File: config.mk
export PLATFORM = sky130hd
export DESIGN_NAME = dmem_arbiter
export DESIGN_NICKNAME = d
export VERILOG_FILES = /design/src/rtl/dmem_arbiter.sv
export SDC_FILE = /design/constraint.sdc
export NUM_CORES = 1
export LEC_CHECK = 0
export CAP_MARGIN = 40
export CELL_PAD_IN_SITES_DETAIL_PLACEMENT = 1
export CELL_PAD_IN_SITES_GLOBAL_PLACEMENT = 1
export CORE_ASPECT_RATIO = 0.75
export CORE_MARGIN = 8
export CORE_UTILIZATION = 23
export DETAILED_ROUTE_END_ITERATION = 8
export PLACE_DENSITY = 0.62
export SLEW_MARGIN = 20
export SYNTH_ARGS = -nofsm -noshare
export SYNTH_HDL_FRONTEND = slang
export SYNTH_SLANG_ARGS = --single-unit
File: constraint.sdc
create_clock -name clk -period 4 [get_ports clk]
set_clock_uncertainty 0.2 [all_clocks]
set_input_delay 0.8 -clock clk [delete_from_list [all_inputs] [get_ports clk]]
set_output_delay 0.8 -clock clk [all_outputs]
set_load 0.01 [all_outputs]
File: src/rtl/dmem_arbiter.sv
// dmem_arbiter: two-port request/acknowledge arbiter in front of a single-port
// data memory. The winning request is registered, presented to the memory for
// one cycle (ACCESS), then read data is captured and a one-cycle ack returned.
module dmem_arbiter #(
  parameter int unsigned ADDR_WIDTH = 32,
  parameter int unsigned DATA_WIDTH = 32,
  parameter bit          PRIO_FIXED = 1'b0
) (
  input  logic                  clk,
  input  logic                  reset,
  input  logic                  m0_req,
  input  logic                  m0_we,
  input  logic [ADDR_WIDTH-1:0] m0_addr,
  input  logic [DATA_WIDTH-1:0] m0_wdata,
  output logic                  m0_ack,
  output logic [DATA_WIDTH-1:0] m0_rdata,
  input  logic                  m1_req,
  input  logic                  m1_we,
  input  logic [ADDR_WIDTH-1:0] m1_addr,
  input  logic [DATA_WIDTH-1:0] m1_wdata,
  output logic                  m1_ack,
  output logic [DATA_WIDTH-1:0] m1_rdata,
  output logic [ADDR_WIDTH-1:0] mem_addr,
  output logic [DATA_WIDTH-1:0] mem_wdata,
  output logic                  mem_read,
  output logic                  mem_write,
  input  logic [DATA_WIDTH-1:0] mem_rdata,
  output logic                  busy,
  output logic                  grant_id
);

  typedef enum logic {IDLE, ACCESS} state_t;

  state_t state;
  logic   last_grant;
  logic   elig0;
  logic   elig1;
  logic   pick1;

  // Eligibility with ack blanking, then winner selection (1 = m1)
  always_comb begin
    elig0 = m0_req & ~m0_ack;
    elig1 = m1_req & ~m1_ack;
    pick1 = 1'b0;
    if (elig0 && elig1) begin
      pick1 = PRIO_FIXED ? 1'b0 : ~last_grant;
    end else begin
      pick1 = elig1;
    end
  end

  // Two-state arbitration FSM; every output is a register
  always_ff @(posedge clk or negedge reset) begin
    if (!reset) begin
      state      <= IDLE;
      last_grant <= 1'b1;
      grant_id   <= 1'b0;
      busy       <= 1'b0;
      mem_addr   <= '0;
      mem_wdata  <= '0;
      mem_read   <= 1'b0;
      mem_write  <= 1'b0;
      m0_ack     <= 1'b0;
      m1_ack     <= 1'b0;
      m0_rdata   <= '0;
      m1_rdata   <= '0;
    end else begin
      case (state)
        IDLE: begin
          m0_ack <= 1'b0;
          m1_ack <= 1'b0;
          if (elig0 || elig1) begin
            mem_addr   <= pick1 ? m1_addr  : m0_addr;
            mem_wdata  <= pick1 ? m1_wdata : m0_wdata;
            mem_read   <= pick1 ? ~m1_we   : ~m0_we;
            mem_write  <= pick1 ? m1_we    : m0_we;
            grant_id   <= pick1;
            last_grant <= pick1;
            busy       <= 1'b1;
            state      <= ACCESS;
          end else begin
            mem_read  <= 1'b0;
            mem_write <= 1'b0;
          end
        end
        ACCESS: begin
          if (mem_read) begin
            if (grant_id) m1_rdata <= mem_rdata;
            else          m0_rdata <= mem_rdata;
          end
          if (grant_id) m1_ack <= 1'b1;
          else          m0_ack <= 1'b1;
          mem_read  <= 1'b0;
          mem_write <= 1'b0;
          busy      <= 1'b0;
          state     <= IDLE;
        end
        default: state <= IDLE;
      endcase
    end
  end

endmodule

==> results of run 1 <==
==> flip-flops by register name, indices dropped and copies added (netlist names), 32 cells and up <==
| name | count |
|---|---|
| m0_rdata | 32 |
| m1_rdata | 32 |
| mem_addr | 32 |
| mem_wdata | 32 |
==> layout by cell type, fill, tap and decap left out, drive strengths merged, types with 2 or more instances in the layout <==
cell / synthesis / layout
nand3b: 2 / 2
clkbuf: 48 / 17
o21ai: 66 / 66
a2bb2oi: 64 / 64
a221oi: 64 / 64
clkinvlp: 0 / 2
clkinv: 0 / 2
clkdlybuf4s50: 0 / 297
and3b: 65 / 65
buf: 22 / 19
a21o: 3 / 3
nand2b: 2 / 2
dfrtp: 135 / 135
mux2: 64 / 64
inv: 3 / 13
==> synth_stat cells, types with 2 or more instances <==
| master | instances |
|---|---|
| nand3b_1 | 2 |
| a21o_1 | 3 |
| dfrtp_1 | 135 |
| a2bb2oi_1 | 24 |
| a2bb2oi_2 | 40 |
| buf_6 | 2 |
| a221oi_1 | 64 |
| clkbuf_1 | 47 |
| buf_2 | 16 |
| mux2_2 | 64 |
| and3b_1 | 65 |
| buf_8 | 4 |
| o21ai_0 | 66 |
| inv_1 | 2 |
==> worst max-delay path: stages <==
cell and delay, ns:
clkdlybuf4s50_1 0.51, and3b_2 0.69, buf_4 0.39, o21ai_0 0.13, a2bb2oi_1 0.18
==> logic make-up after synthesis <==
| family | Yosys count | share of synthesized area, % |
|---|---|---|
| muxes | 64 | 10.5 |
| buffers and inverters | 73 | 5.18 |
| DFF | 136 | 49.7 |
| and+or+nand+nor | 73 | 9.18 |
| AOI/OAI and AO/OA | 200 | 25.4 |
==> final cells by class <==
type,count,area (um2)
Inverter,3,12.5
Clock buffer,17,425
Multi-Input combinational cell,337,3100
Tap cell,392,490
Sequential cell,136,3410
Fill cell,3142,18400
Clock inverter,15,175
Timing Repair Buffer,316,3170
==> routing by layer <==
| metal | track usage, % | wire length, um | vias up |
|---|---|---|---|
| li1 | - | - | 2658 |
| met1 | 19.6 | 12100 | 2992 |
| met2 | 23.7 | 12800 | 181 |
| met3 | 6.79 | 2450 | 27 |
| met4 | 3.68 | 316 | 8 |
| met5 | 0 | 46 | - |
==> report_power, final <==
group	total, uW	switching, uW	internal (uW)
Clock	1660	758	899
Combinational	4440	1910	2530
Sequential	2570	483	2090
==> through the flow <==
step	hold slack (ns)	worst slack, ns	cells	util (%)	instance area (um2)
6_report	0.211	1.42	1216	36.9	10800
2_1_floorplan	0.298	2.05	546	-	6850
5_1_grt	0.250	1.25	1216	36.9	10800
3_3_place_gp	0.287	0.834	1182	34.7	10100
4_1_cts	0.229	1.23	1215	36.9	10800
3_5_place_dp	0.293	0.767	1183	34.8	10200
==> final timing paths <==
kind | end | start | cells past startpoint | slack, ns
setup reg to reg | mem_addr[24]$_DFFE_PN0P_ | m1_ack$_DFFE_PN0P_ | 5 | 1.64
hold reg to reg | m0_rdata[12]$_DFFE_PN0P_ | m0_rdata[12]$_DFFE_PN0P_ | 1 | 0.30
hold / removal | m0_rdata[25]$_DFFE_PN0P_ | reset | 1 | 0.21
setup / recovery | mem_wdata[12]$_DFFE_PN0P_ | m0_req | 5 | 1.42
min in group clk | m0_rdata[12]$_DFFE_PN0P_ | m0_rdata[12]$_DFFE_PN0P_ | 1 | 0.30
max in group asynchronous | mem_wdata[30]$_DFFE_PN0P_ | reset | 2 | 2.60
==> results.yml, run 1 <==
clock_network:
  cts_max_path_buffers: 2
  cts_root_buffer: "clkbuf_16"
  h-tree-depth: 4
  cts_resized: 0
  cts_tree: "built"
  post_cts_buffers: 0
  cts_made_buffers: 17
  clk_pin_slew_ns: 0.07
  insertion_delay_ns: 0.42
  clock-sinks: 136
  cts_hold_buf: 0
timing:
  worstMarginPinSlew_ns: 0.807
  finalCritPeriodShare_pct: 64.5
  slew_headroom_pct: 46.2
  slew_violations: 0
  hold_viol_final: 0
  fin_tns_setup_ns: 0
  fin_crit_ns: 2.58
  fmax_mhz: 388
  setup_viol: 0
  grt_setup_unrepaired: "false"
synth:
  syn_area_um2: 6850
  synth_cells: 546
  ys_async_sr_fraction_pct: 100
  ys_ff_latch: 136
  ys_seq_area_share_pct: 49.7
  synth_cell_types: 26
  syn-num-nets: 712
  synth.top_cell.area_share_pct: 49.3
  synth_area_leaders: "dfrtp_1 (49%), mux2_2 (11%), a2bb2oi_2 (8.8%)"
  yosysTopAreaCell: "dfrtp_1"
  synth-warning-count: 0
  synth.avg_cell_area_um2: 12.6
  ys.flop_type: "dfrtp_1"
  synth_edf_count: 0
layout:
  drive_above_1_share_pct: 19.9
  nets: 977
  area_delta_synth_final_pct: 57.3
  n_antenna_cell: 0
die:
  core_area_um2: 29200
  num_io_pins: 300
  fp.dieH_um: 166
  start_util_pct: 23.5
  dieArea_um2: 35600
  rows: 54
  die_w_um: 215
routing:
  via_count: 5866
  drt_iter0_markers: 285
  drcViolationCount: 0
  wl_per_cell_um: 22.8
  wl_um: 27700
  firstDrtPassIters: 4
  ant_nets: 0
  viasPerCell: 4.82
setup_path:
  crit_path_end_kind: "flop"
  path_class: "primary input to flop"
  start_kind: "primary input"
  cp_max_fo: 36
  required_ns: 4.15
  worstPathArrival_ns: 2.73
run:
  cap_viol_max_count: 0
grt:
  grt_pass1_vias: 6426
  grt_pass1_wl_um: 42600
  antenna_found_initial: 4
  grt_max_degree: 73
  grt-ovfl-total: 0
  grt_use_total_pct: 15.4
hold_path:
  hp-class: "primary input to async pin"
power:
  power.density_nw_per_um2: 804
  power_uw: 8670
  p_leak_uw: 0.00430
  ir_drop_mv: 0.288
placement:
  place_hpwl_um: 18800
  port_buffers: 299
  gp_congestion: 0.724
status:
  status: "finished, final reports clean"
Note: power is estimated with default switching activity, not from simulation.
==> inputs of run 2 (changes only) <==
==> constraint.sdc (replaced) <==
create_clock -name clk -period 2.4 [get_ports clk]
set_clock_uncertainty 0.2 [all_clocks]
set_input_delay 0.48 -clock clk [delete_from_list [all_inputs] [get_ports clk]]
set_output_delay 0.48 -clock clk [all_outputs]
set_load 0.01 [all_outputs]
==> results.yml, run 2 (same netlist as run 1, synthesis figures left out) <==
status:
  status: "finished, final reports clean"
die:
  fp.dieH_um: 166
  core_area_um2: 29200
  num_io_pins: 300
  rows: 54
  start_util_pct: 23.5
  die_w_um: 215
  dieArea_um2: 35600
placement:
  port_buffers: 299
  gp_congestion: 0.741
  placed_cell_area_um2: 10300
  place_hpwl_um: 18800
clock_network:
  cts_hold_buf: 1
  clk_pin_slew_ns: 0.06
  insertion_delay_ns: 0.42
  cts_root_buffer: "clkbuf_16"
  h-tree-depth: 4
  cts_resized: 0
  cts_tree: "built"
  post_cts_buffers: 0
  cts_max_path_buffers: 2
  clock-sinks: 136
  cts_made_buffers: 17
hold_path:
  hp-class: "flop to flop"
  whs_path_depth: 1
  worstHoldStart: "m1_rdata[1]$_DFFE_PN0P_"
  holdPathEnd: "m1_rdata[1]$_DFFE_PN0P_"
layout:
  final_cell_mix: "clkdlybuf4s50_1 (297), dfrtp_1 (133), o21ai_0 (66)"
  nets: 983
  drive_above_1_share_pct: 20.1
  fill_cells: 3140
  layout_commonest_cell: "clkdlybuf4s50_1"
  area_delta_synth_final_pct: 59.2
  postLayoutCellArea_um2: 10900
run:
  cap_viol_max_count: 0
timing:
  fmax_mhz: 438
  setup_viol: 0
  slew_headroom_pct: 51.2
  worstMarginPinSlew_ns: 0.732
  grt_setup_unrepaired: "false"
  fin_tns_setup_ns: 0
  finalCritPeriodShare_pct: 95.1
  fin_crit_ns: 2.28
  hold_viol_final: 0
  slew_violations: 0
setup_path:
  crit_family: "buffers and inverters"
  worstReg2RegStart: "m1_ack$_DFFE_PN0P_"
  reg2reg_depth: 5
  worst-r2r-setup-slack_ns: 0.41
  worstPathArrival_ns: 1.60
  cpMaxStageDelayCell: "clkdlybuf4s50_1"
  required_ns: 1.72
  r2r-end: "mem_wdata[31]$_DFFE_PN0P_"
  slowest_delay_ns: 0.63
  cp_max_fo: 16
  path_class: "flop to output pin"
  crit_path_end_kind: "output pin"
  cp_cell_sequence: "clkdlybuf4s50_1"
  start_kind: "flop"
  cp.buffers_inverters: 1
routing:
  firstDrtPassIters: 4
  wl_um: 27200
  wl_per_cell_um: 22.2
  drcViolationCount: 0
  drt_iter0_markers: 226
  ant_nets: 0
  via_count: 5899
  viasPerCell: 4.82
power:
  p_leak_uw: 0.00436
  ir_drop_mv: 0.468
  power.density_nw_per_um2: 1330
grt:
  antenna_found_initial: 4
  grt_use_total_pct: 15.2
  grt-ovfl-total: 0
  grt_pass1_vias: 6610
  grt_pass1_wl_um: 42200
  grt_max_degree: 65
[run 2: cell count changes in the layout (fill, tap and decap cells not counted), moves of 2 or more]
| cell | delta |
|---|---|
| diode_2 | +2 |
| bufinv_16 | +2 |
| clkinv_2 | +2 |
| clkbuf_1 | +2 |
| buf_12 | +8 |
| clkinv_4 | +4 |
| inv_8 | -7 |
[run 2: how the worst max path moves through the flow]
| stage | from | to | slack, ns | cells after the start |
|---|---|---|---|---|
| after global routing | m1_ack$_DFFE_PN0P_ | m1_ack | 0.03 | 1 |
| after CTS | m1_ack$_DFFE_PN0P_ | m1_ack | 0.05 | 1 |
| after global placement | m0_req | mem_read$_DFF_PN0_ | 0.23 | 4 |
| final | m1_ack$_DFFE_PN0P_ | m1_ack | 0.12 | 1 |
| after floorplan | m0_ack$_DFFE_PN0P_ | mem_addr[0]$_DFFE_PN0P_ | 0.73 | 5 |
| after detailed placement | m1_req | mem_addr[29]$_DFFE_PN0P_ | 0.19 | 6 |
[run 2: final cells by class]
| class | count | area (um2) | area share [%] |
|---|---|---|---|
| clock inverter | 13 | 169 | 1.55 |
| inverter | 3 | 12.5 | 0.115 |
| tap | 392 | 490 | 4.50 |
| sequential | 136 | 3410 | 31.2 |
| timing repair buffer | 322 | 3290 | 30.2 |
| clock buffer | 19 | 433 | 3.97 |
| multi-input combinational | 337 | 3100 | 28.4 |
| antenna | 2 | 5.00 | 0.0459 |
[run 2: layer usage]
metal | share of wire [%] | track usage (%)
met4 | 1.2 | 4.05
met3 | 8.9 | 6.59
met2 | 46 | 23.5
met5 | 0.059 | 0
met1 | 44 | 19.3
[run 2: worst reg2reg max path, cell delays in order (launching register included)]
cell	delay, ns
dfrtp_2	0.55
nand2b_4	0.34
a21o_1	0.25
clkinv_2	0.12
buf_12	0.20
a2bb2oi_1	0.19
[run 2: metrics by stage]
step / total power [uW] / hold slack (ns) / setup WS [ns] / utilization, % / cells
2_1_floorplan: 8130 / -0.0156 / 0.730 / - / 546
3_3_place_gp: 11800 / 0.247 / 0.226 / 35.3 / 1189
3_5_place_dp: 11900 / 0.250 / 0.192 / 35.3 / 1189
4_1_cts: 14800 / 0.308 / 0.0541 / 37.4 / 1222
5_1_grt: 15400 / 0.317 / 0.0292 / 37.4 / 1224
6_report: 14500 / 0.303 / 0.117 / 37.4 / 1224
[run 2: power by group]
group          total, uW  switching, uW  leakage (uW)  internal [uW]
sequential          4250            760       0.00156           3490
combinational       7490           3180       0.00251           4310
clock               2760           1110      0.000292           1650
